### config.mk
export PLATFORM = sky130hd
export DESIGN_NAME = alu_issue_ctrl
export DESIGN_NICKNAME = d
export VERILOG_FILES = /design/src/rtl/alu_issue_ctrl.sv
export SDC_FILE = /design/constraint.sdc
export NUM_CORES = 1
export LEC_CHECK = 0
export BUFFER_PORTS_ARGS = -buffer_cell sky130_fd_sc_hd__buf_4
export CAP_MARGIN = 20
export CORE_MARGIN = 2
export CORE_UTILIZATION = 53
export CTS_CLUSTER_DIAMETER = 100
export DETAILED_ROUTE_END_ITERATION = 7
export HOLD_SLACK_MARGIN = 0.12
export PLACE_DENSITY = 0.86
export SYNTH_ARGS = -nofsm -noshare
export SYNTH_HDL_FRONTEND = slang
export SYNTH_SLANG_ARGS = --single-unit
### constraint.sdc
create_clock -name clk -period 6.5 [get_ports clk]
set_input_delay 0.65 -clock clk [delete_from_list [all_inputs] [get_ports clk]]
set_output_delay 0.65 -clock clk [all_outputs]
set_load 0.05 [all_outputs]
### src/rtl/alu_issue_ctrl.sv
// Issue/retire controller for the 32-bit ALU: accepts MIPS R-type words, reads
// operands, drives the ALU for one cycle and hands the captured result to write-back.
module alu_issue_ctrl #(
  parameter int CNT_W  = 16,
  parameter int REG_AW = 5
) (
  input  logic              clk,
  input  logic              rst,
  input  logic              instr_valid,
  input  logic [31:0]       instr,
  output logic              instr_ready,
  output logic [REG_AW-1:0] rs_addr,
  output logic [REG_AW-1:0] rt_addr,
  input  logic [31:0]       rs_data,
  input  logic [31:0]       rt_data,
  output logic [31:0]       Src1,
  output logic [31:0]       Src2,
  output logic [4:0]        Shamt,
  output logic [5:0]        Funct1,
  input  logic [31:0]       Result,
  input  logic              Zero,
  input  logic              Carry,
  output logic              wb_valid,
  input  logic              wb_ready,
  output logic [REG_AW-1:0] wb_addr,
  output logic [31:0]       wb_data,
  output logic              wb_zero,
  output logic              wb_carry,
  output logic              illegal,
  output logic [CNT_W-1:0]  retired_cnt
);

  typedef enum logic [1:0] {IDLE, DECODE, EXEC, WB} state_t;

  state_t      state;
  state_t      state_next;
  logic [31:0] instr_q;
  logic [31:0] op1_q;
  logic [31:0] op2_q;
  logic [4:0]  shamt_q;
  logic [5:0]  funct_q;

  logic        legal;
  logic        is_sll;
  logic [5:0]  funct_map;
  logic        rd_zero;

  always_comb begin
    funct_map = '0;
    legal     = 1'b0;
    if (instr_q[31:26] == 6'h00) begin
      unique case (instr_q[5:0])
        6'h21:   begin funct_map = 6'h09; legal = 1'b1; end
        6'h23:   begin funct_map = 6'h0A; legal = 1'b1; end
        6'h24:   begin funct_map = 6'h11; legal = 1'b1; end
        6'h00:   begin funct_map = 6'h21; legal = 1'b1; end
        default: begin funct_map = '0;    legal = 1'b0; end
      endcase
    end
  end

  assign is_sll  = (instr_q[5:0] == 6'h00);
  assign rd_zero = (instr_q[15:11] == 5'd0);
  assign rs_addr = instr_q[25:21];
  assign rt_addr = instr_q[20:16];

  always_comb begin
    state_next  = state;
    instr_ready = 1'b0;
    wb_valid    = 1'b0;
    Src1        = '0;
    Src2        = '0;
    Shamt       = '0;
    Funct1      = '0;
    unique case (state)
      IDLE: begin
        instr_ready = 1'b1;
        if (instr_valid) state_next = DECODE;
      end
      DECODE: state_next = legal ? EXEC : IDLE;
      EXEC: begin
        Src1       = op1_q;
        Src2       = op2_q;
        Shamt      = shamt_q;
        Funct1     = funct_q;
        state_next = rd_zero ? IDLE : WB;
      end
      WB: begin
        wb_valid = 1'b1;
        if (wb_ready) state_next = IDLE;
      end
      default: state_next = IDLE;
    endcase
  end

  always_ff @(posedge clk) begin
    if (rst) begin
      state       <= IDLE;
      instr_q     <= '0;
      op1_q       <= '0;
      op2_q       <= '0;
      shamt_q     <= '0;
      funct_q     <= '0;
      wb_addr     <= '0;
      wb_data     <= '0;
      wb_zero     <= 1'b0;
      wb_carry    <= 1'b0;
      illegal     <= 1'b0;
      retired_cnt <= '0;
    end else begin
      state   <= state_next;
      illegal <= (state == DECODE) && !legal;
      if (state == IDLE && instr_valid) instr_q <= instr;
      // sll shifts rt, so rt is routed to Src1 and Src2 is forced to zero
      if (state == DECODE && legal) begin
        op1_q   <= is_sll ? rt_data : rs_data;
        op2_q   <= is_sll ? '0 : rt_data;
        shamt_q <= is_sll ? instr_q[10:6] : '0;
        funct_q <= funct_map;
      end
      if (state == EXEC) begin
        wb_addr  <= instr_q[15:11];
        wb_data  <= Result;
        wb_zero  <= Zero;
        wb_carry <= Carry;
        if (rd_zero) retired_cnt <= retired_cnt + CNT_W'(1);
      end
      if (state == WB && wb_ready) retired_cnt <= retired_cnt + CNT_W'(1);
    end
  end

endmodule

==> impl_metrics.yaml, run 1 <==
pwr:
  p_sw_mw: 0.622
  power_density_nw_per_um2: 246
  finalPower_mw: 2.42
  p_clk_share_pct: 41.8
  ir_drop_uv: 190
  leakagePower_nw: 4.12
  p_comb_share_pct: 14.4
  p_seq_share_pct: 43.7
  netSwitchingFraction_pct: 25.7
  internal_power_mw: 1.80
die:
  pin_count: 277
  dieArea_um2: 14400
  initial_core_util_pct: 54.0
  coreArea_um2: 13200
  chipHeight_um: 120
  die_w_um: 120
  core.rowCount: 42
layout:
  layout-drive-gt1-share_pct: 33.6
  utilization_pct: 74.5
  mostFrequentLayoutCells: "buf_4 (284), nand2_1 (185), dfxtp_1 (164)"
  n_antenna_cell: 0
  final_nets: 1182
  fin_cells: 1236
  syn_to_final_growth_pct: 38.1
  final_common_cell: "buf_4"
timing:
  fin_tns_setup_ns: 0
  finalCritPeriodShare_pct: 47.1
  setup_viol: 0
  worstMarginPinSlew_ns: 1.18
  fin_crit_ns: 3.06
  report.final.slew_viol_count: 0
  fin_skew_ns: 0.00805
  relSlewSlack_pct: 21.3
  hold_violations: 0
  timing.fmax_mhz: 327
  rsz0062_at_grt: "false"
detailed_routing:
  routed_wl_um: 21200
  num_vias: 6790
  drc: 0
  wl_per_cell_um: 17.1
  via_per_inst: 5.49
  final_antenna_net_count: 0
  drt_iter0_drc: 540
  drt_first_pass_iters: 5
global_route:
  grt_first_pass_wirelength_um: 32600
  grt_util_all_layers_pct: 28.6
  grt_pass1_vias: 6468
  antenna_found_initial: 0
  gr-total-overflow: 0
  grt_max_degree: 72
min_path:
  hold_path_startpoint: "wb_data[27]"
  hp-class: "flop to flop"
outcome:
  run_status: "finished clean"
clock_tree:
  h-tree-depth: 4
  clock_latency_ns: 0.42
  cts_resized: 0
  cts_buffers: 17
  ctsHoldBuffers: 0
  cts_setup_buffers: 0
  cts.clk_slew.worst_paths_ns: 0.06
  cts_tree: "built"
  clock_path_buffers: 2
  cts_sinks: 164
  cts-root-buf: "clkbuf_16"
synth:
  synth-seq-cells: 164
  synth_cell_types: 43
  yosysSeqAreaShare_pct: 46.1
  synth-compound-area-share_pct: 21.5
  yosys_warnings: 0
  synthArstFlopShare_pct: 0
  synth_top_area_share_pct: 46.1
  synth_area_leaders: "dfxtp_1 (46%), nand2_1 (9.8%), and2_1 (6.8%), o2bb2ai_2 (6.3%), a21oi_1 (6.0%)"
  synth_flop_cell: "dfxtp_1"
  synth_mux_area_share_pct: 4.80
  synthSimpleGateAreaFrac_pct: 21.6
  syn-num-nets: 955
  yosys.area_share.xor_xnor_pct: 0.369
  synth.avg_cell_area_um2: 8.68
  yosys.area_share.adder_pct: 0.176
  postSynthCellCount: 820
  netlist_area_um2: 7120
  yosys.area.top_type: "dfxtp_1"
  synth_edf_count: 0
  synth_top_family_by_area: "simple AND/OR/NAND/NOR gates"
critical_path:
  critPathLaunch: "state[1]"
  cp_max_fo: 52
  crit_cells: 4
  path_cells: "nor2b_4, buf_4, and2_1, buf_4"
  worstPathArrival_ns: 2.41
  crit_top_cell: "buf_4"
  crit_required_ns: 5.85
  r2r_start: "instr_q[31]"
  cp-start-kind: "flop"
  rr_endpoint: "op1_q[9]"
  critPathBufInv: 2
  r2r_cells: 5
  end_kind: "primary output"
  slowest_stage: "nor2b_4"
  cpPeakStageDelay_ns: 0.62
  worstSetupPathType: "flop to primary output"
  r2r_slack_ns: 3.67
  endpoint: "Src2[31]"
  cpLargestDelayFamily: "simple AND/OR/NAND/NOR gates"
place:
  dp_cells: 1200
  place_congestion: 0.806
  portBuffers: 275
  dpl.hpwl_um: 14700
job:
  maxCapViolCount: 0
## synthesized netlist by cell type (all sizes together), types with 2 or more instances
cell     instances
o21a             3
or4              6
nor2b            3
o211ai          33
clkbuf          56
xor2             2
o31ai            5
buf             25
and4             3
a31o             8
o21ai           38
nor3             4
nor2             9
nand2          186
dfxtp          164
nand2b           2
and2            77
or3              7
nand4            5
nor4            11
mux2i           33
o2bb2ai         32
inv              2
a32oi            3
a21oi           86
nand3            7
## final cells by class
cell class,count,area (um2)
Multi-Input combinational cell,573,3500
Fill cell,991,3360
Sequential cell,164,3280
Timing Repair Buffer,289,2230
Clock buffer,23,468
Tap cell,176,220
Clock inverter,9,128
Inverter,2,7.51
## cells by family after synthesis
kind of cell / Yosys count
buffers and inverters: 83
XOR/XNOR: 3
flip-flops: 164
multiplexers: 34
other: 1
AO/OA/AOI/OAI: 212
adder cells (fa/ha/maj): 1
AND/OR/NAND/NOR: 322
## power by group through the flow
stage | registers (mW) | logic [mW] | clock network [mW]
6_report | 1.06 | 0.349 | 1.01
5_1_grt | 1.06 | 0.371 | 1.07
4_1_cts | 1.06 | 0.340 | 1.03
3_5_place_dp | 1.08 | 0.339 | 0
3_3_place_gp | 1.08 | 0.331 | 0
2_1_floorplan | 1.09 | 0.198 | 0
## worst min-delay path by stage
stage / to / depth (start not counted) / slack [ns]
6_report: wb_data[27] / 2 / 0.45
5_1_grt: wb_data[24] / 3 / 0.47
4_1_cts: instr_q[16] / 2 / 0.46
3_5_place_dp: op1_q[0] / 1 / 0.44
3_3_place_gp: op1_q[0] / 1 / 0.44
2_1_floorplan: op1_q[0] / 1 / 0.42
## registers in the layout (all words and copies together) (netlist names)
name and count:
op2_q 32, illegal 1, wb_carry 1, wb_addr 5, instr_q 32, wb_zero 1, funct_q 5, shamt_q 5
state 2, op1_q 32, retired_cnt 16, wb_data 32
## metal layers
| metal | track usage [%] | vias up | part of all wire [%] |
|---|---|---|---|
| met5 | 0 | - | 0 |
| met4 | 9.56 | 0 | 2.4 |
| met3 | 7.60 | 39 | 7.4 |
| met2 | 50.8 | 254 | 51 |
| met1 | 33.2 | 3213 | 39 |
| li1 | - | 3284 | - |
## per-stage QoR
step	instance area [um2]	hold slack (ns)	setup slack, ns
6_report	9830	0.454	3.44
5_1_grt	9830	0.468	3.27
4_1_cts	9760	0.455	2.95
3_5_place_dp	9160	0.443	3.40
3_3_place_gp	9140	0.438	3.47
2_1_floorplan	7120	0.424	4.21
## worst reg2reg max path, stage by stage (launching register included)
cell and delay (ns):
dfxtp_1 0.31, or4_4 0.54, or4_1 0.40, buf_4 0.28, or3_2 0.90, o2bb2ai_2 0.33
Note: power is estimated with default switching activity, not from simulation.
==> run 2: changes to the inputs <==
--- a/config.mk
+++ b/config.mk
@@ -5,14 +5,15 @@
 export SDC_FILE = /design/constraint.sdc
 export NUM_CORES = 1
 export LEC_CHECK = 0
+export ABC_AREA = 1
 export BUFFER_PORTS_ARGS = -buffer_cell sky130_fd_sc_hd__buf_4
 export CAP_MARGIN = 20
 export CORE_MARGIN = 2
-export CORE_UTILIZATION = 53
+export CORE_UTILIZATION = 45
 export CTS_CLUSTER_DIAMETER = 100
 export DETAILED_ROUTE_END_ITERATION = 7
 export HOLD_SLACK_MARGIN = 0.12
-export PLACE_DENSITY = 0.86
+export PLACE_DENSITY = 0.77
 export SYNTH_ARGS = -nofsm -noshare
 export SYNTH_HDL_FRONTEND = slang
 export SYNTH_SLANG_ARGS = --single-unit
==> constraint.sdc (replaced) <==
create_clock -name clk -period 2.75 [get_ports clk]
set_input_delay 0.275 -clock clk [delete_from_list [all_inputs] [get_ports clk]]
set_output_delay 0.275 -clock clk [all_outputs]
set_load 0.05 [all_outputs]
==> run 2 against run 1 <==
Critical path depth stayed put. Via count up 21%. Die area increased by 25%. First-iteration DRC count shrank 6.9%. Sequential power is 130% higher. Critical path type unchanged. Critical endpoint is now Funct1[5]. Highest routed layer unchanged.
==> impl_metrics.yaml, run 2 <==
timing:
  rsz0062_at_grt: "false"
  hold_violations: 0
  fin_crit_ns: 2.20
  fin_tns_setup_ns: 0
  fin_skew_ns: 0.0100
  report.final.slew_viol_count: 0
  worst_slack_ns: 0.555
  worstMarginPinSlew_ns: 0.715
  timing.fmax_mhz: 455
  finalCritPeriodShare_pct: 79.8
  setup_viol: 0
  relSlewSlack_pct: 52.3
clock_tree:
  cts_sinks: 164
  cts_tree: "built"
  cts_setup_buffers: 0
  clock_latency_ns: 0.42
  cts-root-buf: "clkbuf_16"
  cts.clk_slew.worst_paths_ns: 0.06
  clock_path_buffers: 2
  h-tree-depth: 4
  cts_buffers: 17
  cts_resized: 0
  ctsHoldBuffers: 47
layout:
  final_common_cell: "nand2_1"
  layout-drive-gt1-share_pct: 22.2
  syn_to_final_growth_pct: 41.9
  final_nets: 1601
  mostFrequentLayoutCells: "nand2_1 (336), nor2_1 (319), buf_4 (286)"
  n_antenna_cell: 0
critical_path:
  worstSetupPathType: "flop to primary output"
  crit_required_ns: 2.48
  slowest_stage: "dfxtp_1"
  cpLargestDelayFamily: "buffers and inverters"
  cp_max_fo: 83
  r2r_start: "instr_q[0]"
  worstPathArrival_ns: 1.92
  end_kind: "primary output"
  path_cells: "nand2_4, buf_12, nor2_1, buf_4"
  r2r_slack_ns: 0.70
  rr_endpoint: "op1_q[4]"
  critPathBufInv: 2
  cp-start-kind: "flop"
  r2r_cells: 9
  cpPeakStageDelay_ns: 0.45
global_route:
  gr-total-overflow: 0
  grt_max_degree: 84
  antenna_found_initial: 0
  grt_first_pass_wirelength_um: 36500
  grt_util_all_layers_pct: 25.2
  grt_pass1_vias: 7360
die:
  die_w_um: 134
  coreArea_um2: 16500
  pin_count: 277
  initial_core_util_pct: 45.9
  core.rowCount: 47
  dieArea_um2: 17900
  chipHeight_um: 134
job:
  maxCapViolCount: 0
synth:
  synth-seq-cells: 164
  postSynthCellCount: 1196
  synth_top_family_by_area: "simple AND/OR/NAND/NOR gates"
  syn-num-nets: 1331
  netlist_area_um2: 7580
  synthSimpleGateAreaFrac_pct: 37.5
  synth_mux_area_share_pct: 0
  synth_common_cells: "nand2_1 (337), nor2_1 (321), dfxtp_1 (164)"
  yosys.area.top_type: "dfxtp_1"
  yosysSeqAreaShare_pct: 43.3
  synth_edf_count: 0
  synth.avg_cell_area_um2: 6.34
  yosys_warnings: 0
  synth_cell_types: 23
  synth_top_area_share_pct: 43.3
  synth_flop_cell: "dfxtp_1"
  yosys.area_share.xor_xnor_pct: 0.462
  synth-compound-area-share_pct: 7.51
  yosys.area_share.adder_pct: 0.165
  synthArstFlopShare_pct: 0
  synth_most_common_cell: "nand2_1"
  synth_area_leaders: "dfxtp_1 (43%), nand2_1 (17%), nor2_1 (16%), inv_1 (5.3%), o21ai_0 (5.0%)"
detailed_routing:
  wl_per_cell_um: 13.7
  via_per_inst: 4.83
  drt_iter0_drc: 503
  final_antenna_net_count: 0
  drc: 0
  num_vias: 8207
  routed_wl_um: 23200
  drt_first_pass_iters: 5
place:
  place_congestion: 0.840
  dpl_worst_slack_ns: 0.771
  portBuffers: 275
  dpl.hpwl_um: 15300
outcome:
  run_status: "finished clean"
min_path:
  hold_path_startpoint: "Result[1]"
  whs_path_depth: 3
  hp-class: "input pin to flop"
  whs_endpoint: "wb_data[1]"
pwr:
  ir_drop_uv: 445
  power_density_nw_per_um2: 545
  leakagePower_nw: 5.21
==> run 2: changes by cell type after synthesis, sizes merged, moves of 39 or more <==
cell,delta
a21oi,-50
o21ai,+39
nor2,+313
and2,-77
inv,+106
nand2,+151
==> run 2: layer usage <==
| layer | global-route usage, % | wire length (um) | up-vias |
|---|---|---|---|
| met5 | 0 | 0 | - |
| met4 | 12.2 | 901 | 0 |
| li1 | - | - | 4178 |
| met2 | 41.7 | 11200 | 264 |
| met1 | 32.3 | 9810 | 3706 |
| met3 | 4.04 | 1270 | 59 |
==> run 2: worst max-delay path by stage <==
stage	startpoint	to	slack, ns	depth (start not counted)
after floorplan	state[1]	instr_q[10]	0.80	6
after global placement	instr_q[4]	op1_q[30]	0.84	9
after detailed placement	instr_q[0]	op1_q[27]	0.77	9
after CTS	state[0]	Funct1[5]	0.54	5
after global routing	state[0]	Funct1[5]	0.42	5
final	state[1]	Funct1[5]	0.55	4
==> run 2: power breakdown <==
group	leakage, nW	total (mW)	switching [mW]	internal [mW]
Sequential	1.33	2.49	0.0364	2.46
Clock	0.297	2.46	0.980	1.48
Combinational	3.58	0.905	0.559	0.345
==> run 2: worst min-delay path: cells and delay by family <==
family	cells	cell delay, ns
buffers and inverters	1	0.08
AND/OR/NAND/NOR	1	0.09
AO/OA/AOI/OAI	1	0.07
==> run 2: cell type report <==
class	instances	area, um2
clock inverters	12	151
flip-flops and latches	164	3280
multi-input cells	839	3500
repair buffers	336	2680
inverters	108	405
well taps	220	275
clock buffers	20	457
fillers	1468	5770
==> run 2: cell families (layout without fill, tap and decap cells) <==
logic type,Yosys count,in the layout
AND/OR/NAND/NOR,720,720
buffers and inverters,193,476
flip-flops,164,164
AO/OA/AOI/OAI,113,113
XOR/XNOR,4,4
adder cells (fa/ha/maj),1,1
other,1,1
==> run 2: per-stage QoR <==
step	util, %	instance area (um2)	std cells	total power [mW]	hold slack (ns)
after global routing	65.1	10800	1699	6.09	0.127
after global placement	58.5	9670	1620	3.37	0.440
after detailed placement	58.5	9670	1620	3.38	0.448
final	65.1	10800	1699	5.86	0.135
after CTS	65.1	10800	1699	5.88	0.122
after floorplan	-	7580	1196	3.09	0.429
==> run 3: changes to the inputs <==
==> constraint.sdc (replaced) <==
create_clock -name clk -period 2 [get_ports clk]
set_input_delay 0.2 -clock clk [delete_from_list [all_inputs] [get_ports clk]]
set_output_delay 0.2 -clock clk [all_outputs]
set_load 0.05 [all_outputs]
==> run 3 against run 2 <==
Via count increased by 7.3%. Final cell count is 5.3% higher. Core utilization rose by 6.0 points. Global-route usage up 2.8 points. First-iteration DRC count is 37% higher. Clock power rose by 43%. Non-clock buffer count increased by 88. Count of clock-buffer cells in the layout down 2. Largest cell class is now buffers.
==> impl_metrics.yaml, run 3 (synthesis results as in run 2) <==
pwr:
  ir_drop_uv: 601
  power_density_nw_per_um2: 713
  p_seq_share_pct: 41.0
  p_clk_share_pct: 41.9
  p_sw_mw: 2.28
  leakagePower_nw: 5.63
  netSwitchingFraction_pct: 27.3
  internal_power_mw: 6.09
  p_comb_share_pct: 17.1
layout:
  syn_to_final_growth_pct: 55.0
  mostFrequentLayoutCells: "nand2_1 (336), nor2_1 (317), buf_4 (288)"
  fillers: 1283
  layout-drive-gt1-share_pct: 21.9
  final_common_cell: "nand2_1"
  final_nets: 1690
job:
  maxCapViolCount: 0
die:
  dieArea_um2: 17900
  core.rowCount: 47
  coreArea_um2: 16500
  initial_core_util_pct: 45.9
  chipHeight_um: 134
  die_w_um: 134
  pin_count: 277
critical_path:
  cpPeakStageDelay_ns: 0.33
  cpLargestDelayFamily: "buffers and inverters"
  critPathBufInv: 4
  end_kind: "primary output"
  cp-start-kind: "flop"
  path_cells: "inv_2, nand2_8, buf_16, buf_12, nor2_1, buf_4"
  worstSetupPathType: "flop to primary output"
  cp_max_fo: 27
  slowest_stage: "dfxtp_1"
  crit_required_ns: 1.80
  r2r_slack_ns: 0.30
  worstPathArrival_ns: 1.73
global_route:
  grt_first_pass_wirelength_um: 40400
  gr-total-overflow: 0
  grt_util_all_layers_pct: 28.0
  grt_max_degree: 114
  grt_pass1_vias: 8414
  antenna_found_initial: 1
clock_tree:
  cts_tree: "built"
  cts.clk_slew.worst_paths_ns: 0.06
  h-tree-depth: 4
  cts_sinks: 164
  clock_path_buffers: 2
  cts-root-buf: "clkbuf_16"
  clock_latency_ns: 0.44
  cts_setup_buffers: 0
  cts_buffers: 17
timing:
  setup_viol: 0
  whs_ns: 0.129
  finalCritPeriodShare_pct: 96.6
  hold_violations: 0
  report.final.slew_viol_count: 0
  fin_skew_ns: 0.0108
  fin_crit_ns: 1.93
  fin_tns_setup_ns: 0
  worstMarginPinSlew_ns: 0.652
  rsz0062_at_grt: "false"
  timing.fmax_mhz: 517
  relSlewSlack_pct: 56.5
detailed_routing:
  wl_per_cell_um: 14.3
  drc: 0
  routed_wl_um: 25500
  drt_first_pass_iters: 8
  final_antenna_net_count: 0
  drt_iter0_drc: 689
  via_per_inst: 4.92
  num_vias: 8810
place:
  place_congestion: 0.841
  dpl.hpwl_um: 15200
  portBuffers: 275
min_path:
  hp-class: "input pin to flop"
outcome:
  run_status: "finished clean"
[run 3: final cells by class]
type	count	area (um2)	area share, %
clock inverter	14	200	1.70
timing repair buffer	424	3630	30.9
tap	220	275	2.34
sequential	164	3280	28.0
clock buffer	18	429	3.65
multi-input combinational	840	3520	30.0
antenna	1	2.50	0.0213
inverter	108	405	3.45
[run 3: stage by stage]
step / setup WS [ns] / power (mW) / utilization (%) / instances / cell area, um2
final: 0.0670 / 8.37 / 71.1 / 1789 / 11700
after global routing: 0.00526 / 8.67 / 71.1 / 1789 / 11700
after CTS: 0.0575 / 8.36 / 70.9 / 1788 / 11700
after detailed placement: 0.394 / 4.68 / 59.2 / 1629 / 9790
after global placement: 0.413 / 4.67 / 59.2 / 1629 / 9790
after floorplan: 0.0548 / 4.24 / - / 1196 / 7580
[run 3: worst reg2reg max path: stages (launching register included)]
cell	delay, ns
dfxtp_1	0.31
nor2_1	0.21
nand3_2	0.16
nand3_2	0.13
nand3_4	0.23
buf_12	0.27
nand2_1	0.09
nand2_1	0.06
nor2_1	0.15
[run 3: path summary, 6_finish.rpt]
check	startpoint	end	cells after the start
setup / recovery	state[0]	Src1[2]	6
hold / removal	rt_data[23]	op1_q[23]	5
setup reg to reg	instr_q[2]	op1_q[9]	8
hold reg to reg	instr_q[30]	instr_q[30]	2
[run 3: layer usage]
metal	track usage, %	up-vias	routed length (um)
met4	14.7	0	1120
met5	0	-	0
li1	-	4369	-
met3	4.76	96	1390
met1	33.2	3983	10300
met2	48.7	362	12700
[run 3: timing repair]
action                                 4_1_cts  5_1_grt
endpoints found under the hold margin       97        0
setup endpoints to repair                   26        9
gates resized for setup                      3        6
hold buffers                               125        0
gates cloned                                 2        0
pin swaps                                    1        0
[run 3: power by group through the flow]
stage               logic [mW]  registers [mW]  clock network, mW
floorplan                0.699            3.54                  0
global placement          1.17            3.50                  0
detailed placement        1.18            3.50                  0
CTS                       1.40            3.43               3.54
global route              1.55            3.44               3.67
finish                    1.43            3.43               3.51
